## src/rtl/pattern_count_engine.sv

```systemverilog
// Purpose : start/done accelerator that streams BYTE_CT bytes from data memory and
//           counts PAT_W-bit pattern matches in-byte (ctb), per byte (cto) and over the
//           whole bit string (cts). Optional pat_mask port under `PATTERN_COUNT_MASK_EN.
// Latency : start accepted at edge 0 -> done high after edge BYTE_CT+2; one byte/cycle.
// Backpressure: none; memory must return data exactly one cycle after each mem_rd cycle.
//
// Ports:
//   clk, reset            rising-edge clock, asynchronous active-high reset
//   start                 begin a scan; honoured only in IDLE or DONE
//   base_addr, pat        string start address and pattern, latched on accepted start
//   pat_mask              (PATTERN_COUNT_MASK_EN only) per-bit compare enable, 0 = don't care
//   mem_rd, mem_addr      registered read strobe / address to data memory
//   mem_rdata             read data, valid the cycle after the mem_rd cycle
//   busy, done            scan in progress / results valid (level until next start)
//   ctb, cto, cts         saturating result counters

module pattern_count_engine #(
  parameter int PAT_W   = 5,
  parameter int BYTE_CT = 32,
  parameter int ADDR_W  = 8,
  parameter int CNT_W   = 8
) (
  input  logic              clk,
  input  logic              reset,
  input  logic              start,
  input  logic [ADDR_W-1:0] base_addr,
  input  logic [PAT_W-1:0]  pat,
`ifdef PATTERN_COUNT_MASK_EN
  input  logic [PAT_W-1:0]  pat_mask,
`endif
  output logic              mem_rd,
  output logic [ADDR_W-1:0] mem_addr,
  input  logic [7:0]        mem_rdata,
  output logic              busy,
  output logic              done,
  output logic [CNT_W-1:0]  ctb,
  output logic [CNT_W-1:0]  cto,
  output logic [CNT_W-1:0]  cts
);

  // index only needs to reach BYTE_CT-1; keep at least one bit for BYTE_CT = 1
  localparam int IDX_W = (BYTE_CT > 1) ? $clog2(BYTE_CT) : 1;
  // bits of the previous byte that can still take part in a crossing window
  localparam int HW    = (PAT_W > 1) ? PAT_W - 1 : 1;
  localparam logic [IDX_W-1:0] LAST_IDX = IDX_W'(BYTE_CT - 1);

  typedef enum logic [1:0] {
    S_IDLE  = 2'd0,
    S_FETCH = 2'd1,
    S_DRAIN = 2'd2,
    S_DONE  = 2'd3
  } state_t;

  state_t state, state_nxt;

  logic [IDX_W-1:0]  idx;
  logic [ADDR_W-1:0] base_q;
  logic [PAT_W-1:0]  pat_q;
  logic [PAT_W-1:0]  mask_q;
  logic [HW-1:0]     hist;
  logic              first_q;   // next processed byte is string byte 0
  logic              dv;        // mem_rdata holds a requested byte this cycle

  logic              issue;
  logic              accept;

  logic [8+HW-1:0]   ext;
  logic [3:0]        ctb_inc;
  logic [3:0]        cts_inc;
  logic              any_hit;

  // Saturating add: any carry into the extra top bits means the result overflowed.
  function automatic logic [CNT_W-1:0] sat_add(input logic [CNT_W-1:0] a,
                                               input logic [3:0]       b);
    logic [CNT_W+3:0] s;
    s = {4'b0000, a} + {{CNT_W{1'b0}}, b};
    if (s[CNT_W+3:CNT_W] != 4'b0000) begin
      return {CNT_W{1'b1}};
    end
    return s[CNT_W-1:0];
  endfunction

  // ---------------------------------------------------------------- FSM: state register
  always_ff @(posedge clk or posedge reset) begin
    if (reset) begin
      state <= S_IDLE;
    end else begin
      state <= state_nxt;
    end
  end

  // ---------------------------------------------------------------- FSM: next state
  always_comb begin
    state_nxt = state;
    case (state)
      S_IDLE, S_DONE: begin
        if (start) state_nxt = S_FETCH;
      end
      S_FETCH: begin
        if (idx == LAST_IDX) state_nxt = S_DRAIN;
      end
      S_DRAIN: begin
        // The final byte is in flight while mem_rd is still high; leave once it
        // has been returned and no further read is outstanding.
        if (dv && !mem_rd) state_nxt = S_DONE;
      end
      default: state_nxt = S_IDLE;
    endcase
  end

  // ---------------------------------------------------------------- FSM: outputs
  always_comb begin
    busy   = 1'b0;
    done   = 1'b0;
    issue  = 1'b0;
    accept = 1'b0;
    case (state)
      S_IDLE:  accept = start;
      S_FETCH: begin
        busy  = 1'b1;
        issue = 1'b1;
      end
      S_DRAIN: busy = 1'b1;
      S_DONE: begin
        done   = 1'b1;
        accept = start;
      end
      default: ;
    endcase
  end

  // ---------------------------------------------------------------- match evaluation
  // ext places the tail of the previous byte above the current byte so that
  // ext[j +: PAT_W] is the window whose newest (last) string bit is byte bit j.
  assign ext = {hist, mem_rdata};

  always_comb begin
    ctb_inc = 4'd0;
    cts_inc = 4'd0;
    for (int k = 0; k <= 8 - PAT_W; k++) begin
      if (((mem_rdata[k +: PAT_W] ^ pat_q) & mask_q) == '0) begin
        ctb_inc = ctb_inc + 4'd1;
      end
    end
    for (int j = 0; j < 8; j++) begin
      // In byte 0 only windows fully inside the byte have PAT_W bits of history.
      if ((!first_q || (j <= 8 - PAT_W)) &&
          (((ext[j +: PAT_W] ^ pat_q) & mask_q) == '0)) begin
        cts_inc = cts_inc + 4'd1;
      end
    end
    any_hit = (ctb_inc != 4'd0);
  end

  // ---------------------------------------------------------------- datapath
`ifdef PATTERN_COUNT_MASK_EN
  always_ff @(posedge clk or posedge reset) begin
    if (reset) begin
      mask_q <= '0;
    end else if (accept) begin
      mask_q <= pat_mask;
    end
  end
`else
  assign mask_q = '1;
`endif

  always_ff @(posedge clk or posedge reset) begin
    if (reset) begin
      mem_rd   <= 1'b0;
      mem_addr <= '0;
      dv       <= 1'b0;
      idx      <= '0;
      base_q   <= '0;
      pat_q    <= '0;
      hist     <= '0;
      first_q  <= 1'b0;
      ctb      <= '0;
      cto      <= '0;
      cts      <= '0;
    end else begin
      mem_rd <= issue;
      dv     <= mem_rd;
      if (issue) begin
        mem_addr <= base_q + ADDR_W'(idx);
      end
      if (accept) begin
        // The read pipeline is always empty in IDLE/DONE, so no byte is lost here.
        base_q  <= base_addr;
        pat_q   <= pat;
        idx     <= '0;
        hist    <= '0;
        first_q <= 1'b1;
        ctb     <= '0;
        cto     <= '0;
        cts     <= '0;
      end else begin
        if (issue) begin
          idx <= idx + IDX_W'(1);
        end
        if (dv) begin
          ctb     <= sat_add(ctb, ctb_inc);
          cto     <= sat_add(cto, {3'b000, any_hit});
          cts     <= sat_add(cts, cts_inc);
          hist    <= mem_rdata[HW-1:0];
          first_q <= 1'b0;
        end
      end
    end
  end

endmodule

```

## config.mk

```make
export PLATFORM = sky130hd
export DESIGN_NAME = pattern_count_engine
export DESIGN_NICKNAME = d
export VERILOG_FILES = /design/src/rtl/pattern_count_engine.sv
export SDC_FILE = /design/constraint.sdc
export NUM_CORES = 1
export LEC_CHECK = 0
export ABC_AREA = 1
export CAP_MARGIN = 25
export CORE_ASPECT_RATIO = 1.5
export CORE_MARGIN = 2
export CORE_UTILIZATION = 60
export CTS_BUF_LIST = sky130_fd_sc_hd__clkbuf_8 sky130_fd_sc_hd__clkbuf_16
export DETAILED_ROUTE_END_ITERATION = 10
export DONT_BUFFER_PORTS = 1
export HOLD_SLACK_MARGIN = 0.05
export PLACE_DENSITY_LB_ADDON = 0.05
export SYNTH_ARGS = -nofsm -noshare
export SYNTH_HDL_FRONTEND = slang
export SYNTH_SLANG_ARGS = --single-unit
```

## constraint.sdc

```tcl
create_clock -name clk -period 12.75 [get_ports clk]
set_clock_uncertainty 0.1 [all_clocks]
set_input_delay 2.55 -clock clk [delete_from_list [all_inputs] [get_ports clk]]
set_output_delay 2.55 -clock clk [all_outputs]
set_load 0.02 [all_outputs]
```

==> summary.md <==
| Metric | Value |
|---|---|
| Syn_area_per_cell | ~7.5 sq um |
| RSZ-0062 raised after global routing | no |
| CP startpoint | mem_rdata[5] |
| Setup-failing EPs final | 0 |
| Depth of the CTS H-tree | 3 |
| Fraction of layout cells with a size suffix above 1 | ~11% |
| Port Buffers | 0 |
| Type of the worst setup path | input port to register |
| Slew @ Worst Pin | between 0.7 and 0.8 ns |
| Final std cells w/o fill | 662 |
| Largest net degree at the start of global routing | 60 |
| Clock share of power | 16.7% |
| Synth async-reset ratio | between 90% and 100% |
| Sw Pwr | ~0.46 mW |
| Worst r2r src | pat_q[4] |
| Max Clk Rate | 128 MHz |
| # IOs | between 50 and 60 |
| Run status | finished clean |
| P&R area growth vs syn | 5.31% |
| Die ar. | slightly below 0.008 sq mm |
| Worst rel slew slack | between 50% and 60% |
| Initial DRC count | 168 |
| Global-route wire length before repair | around 17 mm |
| Pre-antenna DRT Iters | 4 |
| DR vias | 3738 |
| Hold/Removal Path Class | register to register |
| Number of synthesized flops with an enable pin | 0 |
| Register-to-Register Path Depth | 33 |
| DRC Markers | 0 |
| CTS Sinks | a little under 60 |
| # resized after CTS | 0 |
| Slowest stage cell, crit path | nor4_1 |
| Antenna Nets Post-Route | 0 |
| Fin. max-slew vios | 0 |
| Antenna violations before repair | 0 |
| Tot GR Track Use | about a quarter |
| Post-Syn Area | ~0.0043 sq mm |
| Initial Util | roughly three fifths |
| Core ar. | roughly 0.007 sq mm |
| Synth Instances | a little under 600 |
| Max FO, Critical Path | 5 |
| Number of buffers created by CTS | 9 |
| Clock Root Buffer | clkbuf_8 |
| P_int | 0.500 mW |
| Hold WS | ~0.39 ns |
| Diode count | 0 |
| Critical R2R Capture | cts[5] |
| Total wire length | about 9.5 mm |
| Setup Buffers After CTS | 0 |
| Critical path arrival | 7.99 ns |
| Min cycle time layout | around 7.8 ns |
| Synth warn | 0 |
| # fillers | 657 |
| CP peak stage delay | about 0.48 ns |
| Worst Setup End Kind | register |
| Placed insts | around 650 |
| Yosys reg bits | 59 |
| Total congestion overflow | 0 |
| Register area share after synthesis | 34.0% |
| Cts hold-fix bufs | 0 |
| Die width | about 73 um |
| Critical Path End | cts[5] |
| Endpoints failing hold | 0 |
| Pwr Density | roughly 210 mW/mm^2 |
| Lkg Pwr | about 2.3 nW |
| CP startpoint kind | input port |
| Reg power frac | between 30% and 40% |
| Setup tns final | 0 ns |
| CTS clk-pin slew, worst paths | approximately 0.06 ns |
| Routability cong. | 0.891 |
| Crit path required time | around 13 ns |
| CTS tree | built |
| WL/cell | around 14 um |
| Top FF cell, synth | dfrtp_1 |
| Vias in the first global route | roughly 3700 |
| Post-DP HPWL | between 7 and 8 mm |
| Total of max-cap violations | 0 |
| Placement row count | 38 |
| Cell repeated most along the worst path | inv_1 |
| Clk buf depth | 2 |
| Final critical-path share of the clock period | about 61% |
| Max VDD drop | around 0.0002 V |
| Vias per cell | between 5 and 6 |
| FF-to-FF setup slack | ~6.4 ns |
| Clock Latency Late Sink | 0.34 ns |
| Comb power frac | a little under half |
| Commonest non-fill, non-tap cell in the layout | nand2_1 |
| Die Y | around 110 um |
| # nets final | around 640 |
| Synthesized net count | 636 |
| Switching share of power | 48.1% |
| Most frequent cells in the layout | nand2_1 (134), inv_1 (82), dfrtp_1 (59) |
| Yosys cell types | 46 |
metal layers:
layer | share of wire [%] | track usage, % | vias to the layer above | wire length, um
met1 | 41 | 31.1 | 1759 | 3910
li1 | - | - | 1879 | -
met3 | 4.9 | 6.99 | 24 | 463
met4 | 2.8 | 11.4 | 0 | 263
met2 | 51 | 45.4 | 76 | 4830
met5 | 0 | 0 | - | 0
per-stage QoR:
stage	setup WS (ns)	area [sq um]	util (%)	total power, mW
after floorplan	5.03	4340	-	0.708
after global placement	4.77	4380	61.4	0.791
after detailed placement	4.55	4380	61.4	0.806
after CTS	4.93	4560	64.0	0.970
after global routing	4.25	4570	64.1	1.06
final	4.92	4570	64.1	0.964
cell type report:
class	instances	area [sq um]	share of cell area, %
inverters	95	359	7.86
repair buffers	3	22.5	0.493
flip-flops and latches	59	1480	32.3
well taps	80	100	2.19
clock inverters	1	7.51	0.164
multi-input cells	411	2420	53.1
clock buffers	13	179	3.92
power groups by stage:
stage	Sequential (mW)	Clock (mW)	Combinational (mW)
after floorplan	0.311	0	0.397
after global placement	0.349	0	0.442
after detailed placement	0.351	0	0.455
after CTS	0.347	0.165	0.458
after global routing	0.357	0.172	0.535
final	0.348	0.161	0.456
cell usage after synthesis, types with 2 or more instances:
library cell  count  area [sq um]
nand2_1         134           503
inv_1            83           312
dfrtp_1          59          1480
o21ai_0          45           225
nor2_1           40           150
ha_1             29           363
a21oi_1          26           130
o22ai_1          17           106
nand3_1          16          80.1
xor2_1           15           131
nand2_2          13          81.3
nor3_1           10          50.1
inv_2             8          30.0
clkbuf_1          7          26.3
xnor2_1           7          61.3
nand3_2           6          60.1
buf_4             5          37.5
nand4_1           5          31.3
nor2_2            5          31.3
a221oi_1          4          35.0
a31oi_1           4          25.0
or2_2             4          25.0
a211oi_1          3          22.5
buf_2             3          15.0
clkinv_1          3          11.3
fa_1              3          60.1
nand3_4           3          52.6
o31ai_1           3          22.5
nor2_4            2          22.5
or2_1             2          12.5
how the worst min path moves through the flow:
stage	to	depth (start not counted)	start	slack (ns)
finish	base_q[2]	2	base_q[2]	0.39
global route	base_q[7]	2	base_q[7]	0.42
CTS	base_q[2]	2	base_q[2]	0.39
detailed placement	base_q[2]	2	base_q[2]	0.38
global placement	base_q[2]	2	base_q[2]	0.37
floorplan	base_q[0]	2	base_q[0]	0.35
logic make-up after synthesis:
| logic type | share of synthesized area [%] |
|---|---|
| XOR/XNOR | 5.08 |
| adder cells (fa/ha/maj) | 9.75 |
| flip-flops | 34.0 |
| other | 0.0864 |
| AND/OR/NAND/NOR | 26.3 |
| buffers and inverters | 10.1 |
| AO/OA/AOI/OAI | 14.6 |
flip-flops by register name, indices dropped and copies added (netlist names):
name and count:
mem_rd 1, cto 8, state 2, dv 1, hist 4, ctb 8
base_q 8, pat_q 5, mem_addr 8, first_q 1, idx 5, cts 8
worst max-delay path, delay by kind of cell:
family / cells / cell delay (ns)
and+or+nand+nor: 13 / 2.23
buffers and inverters: 6 / 0.46
xor gates and xnor gates: 2 / 0.28
AOI/OAI and AO/OA: 6 / 0.55
adders and majority gates: 6 / 1.92
(Power assumes the default switching activity.)
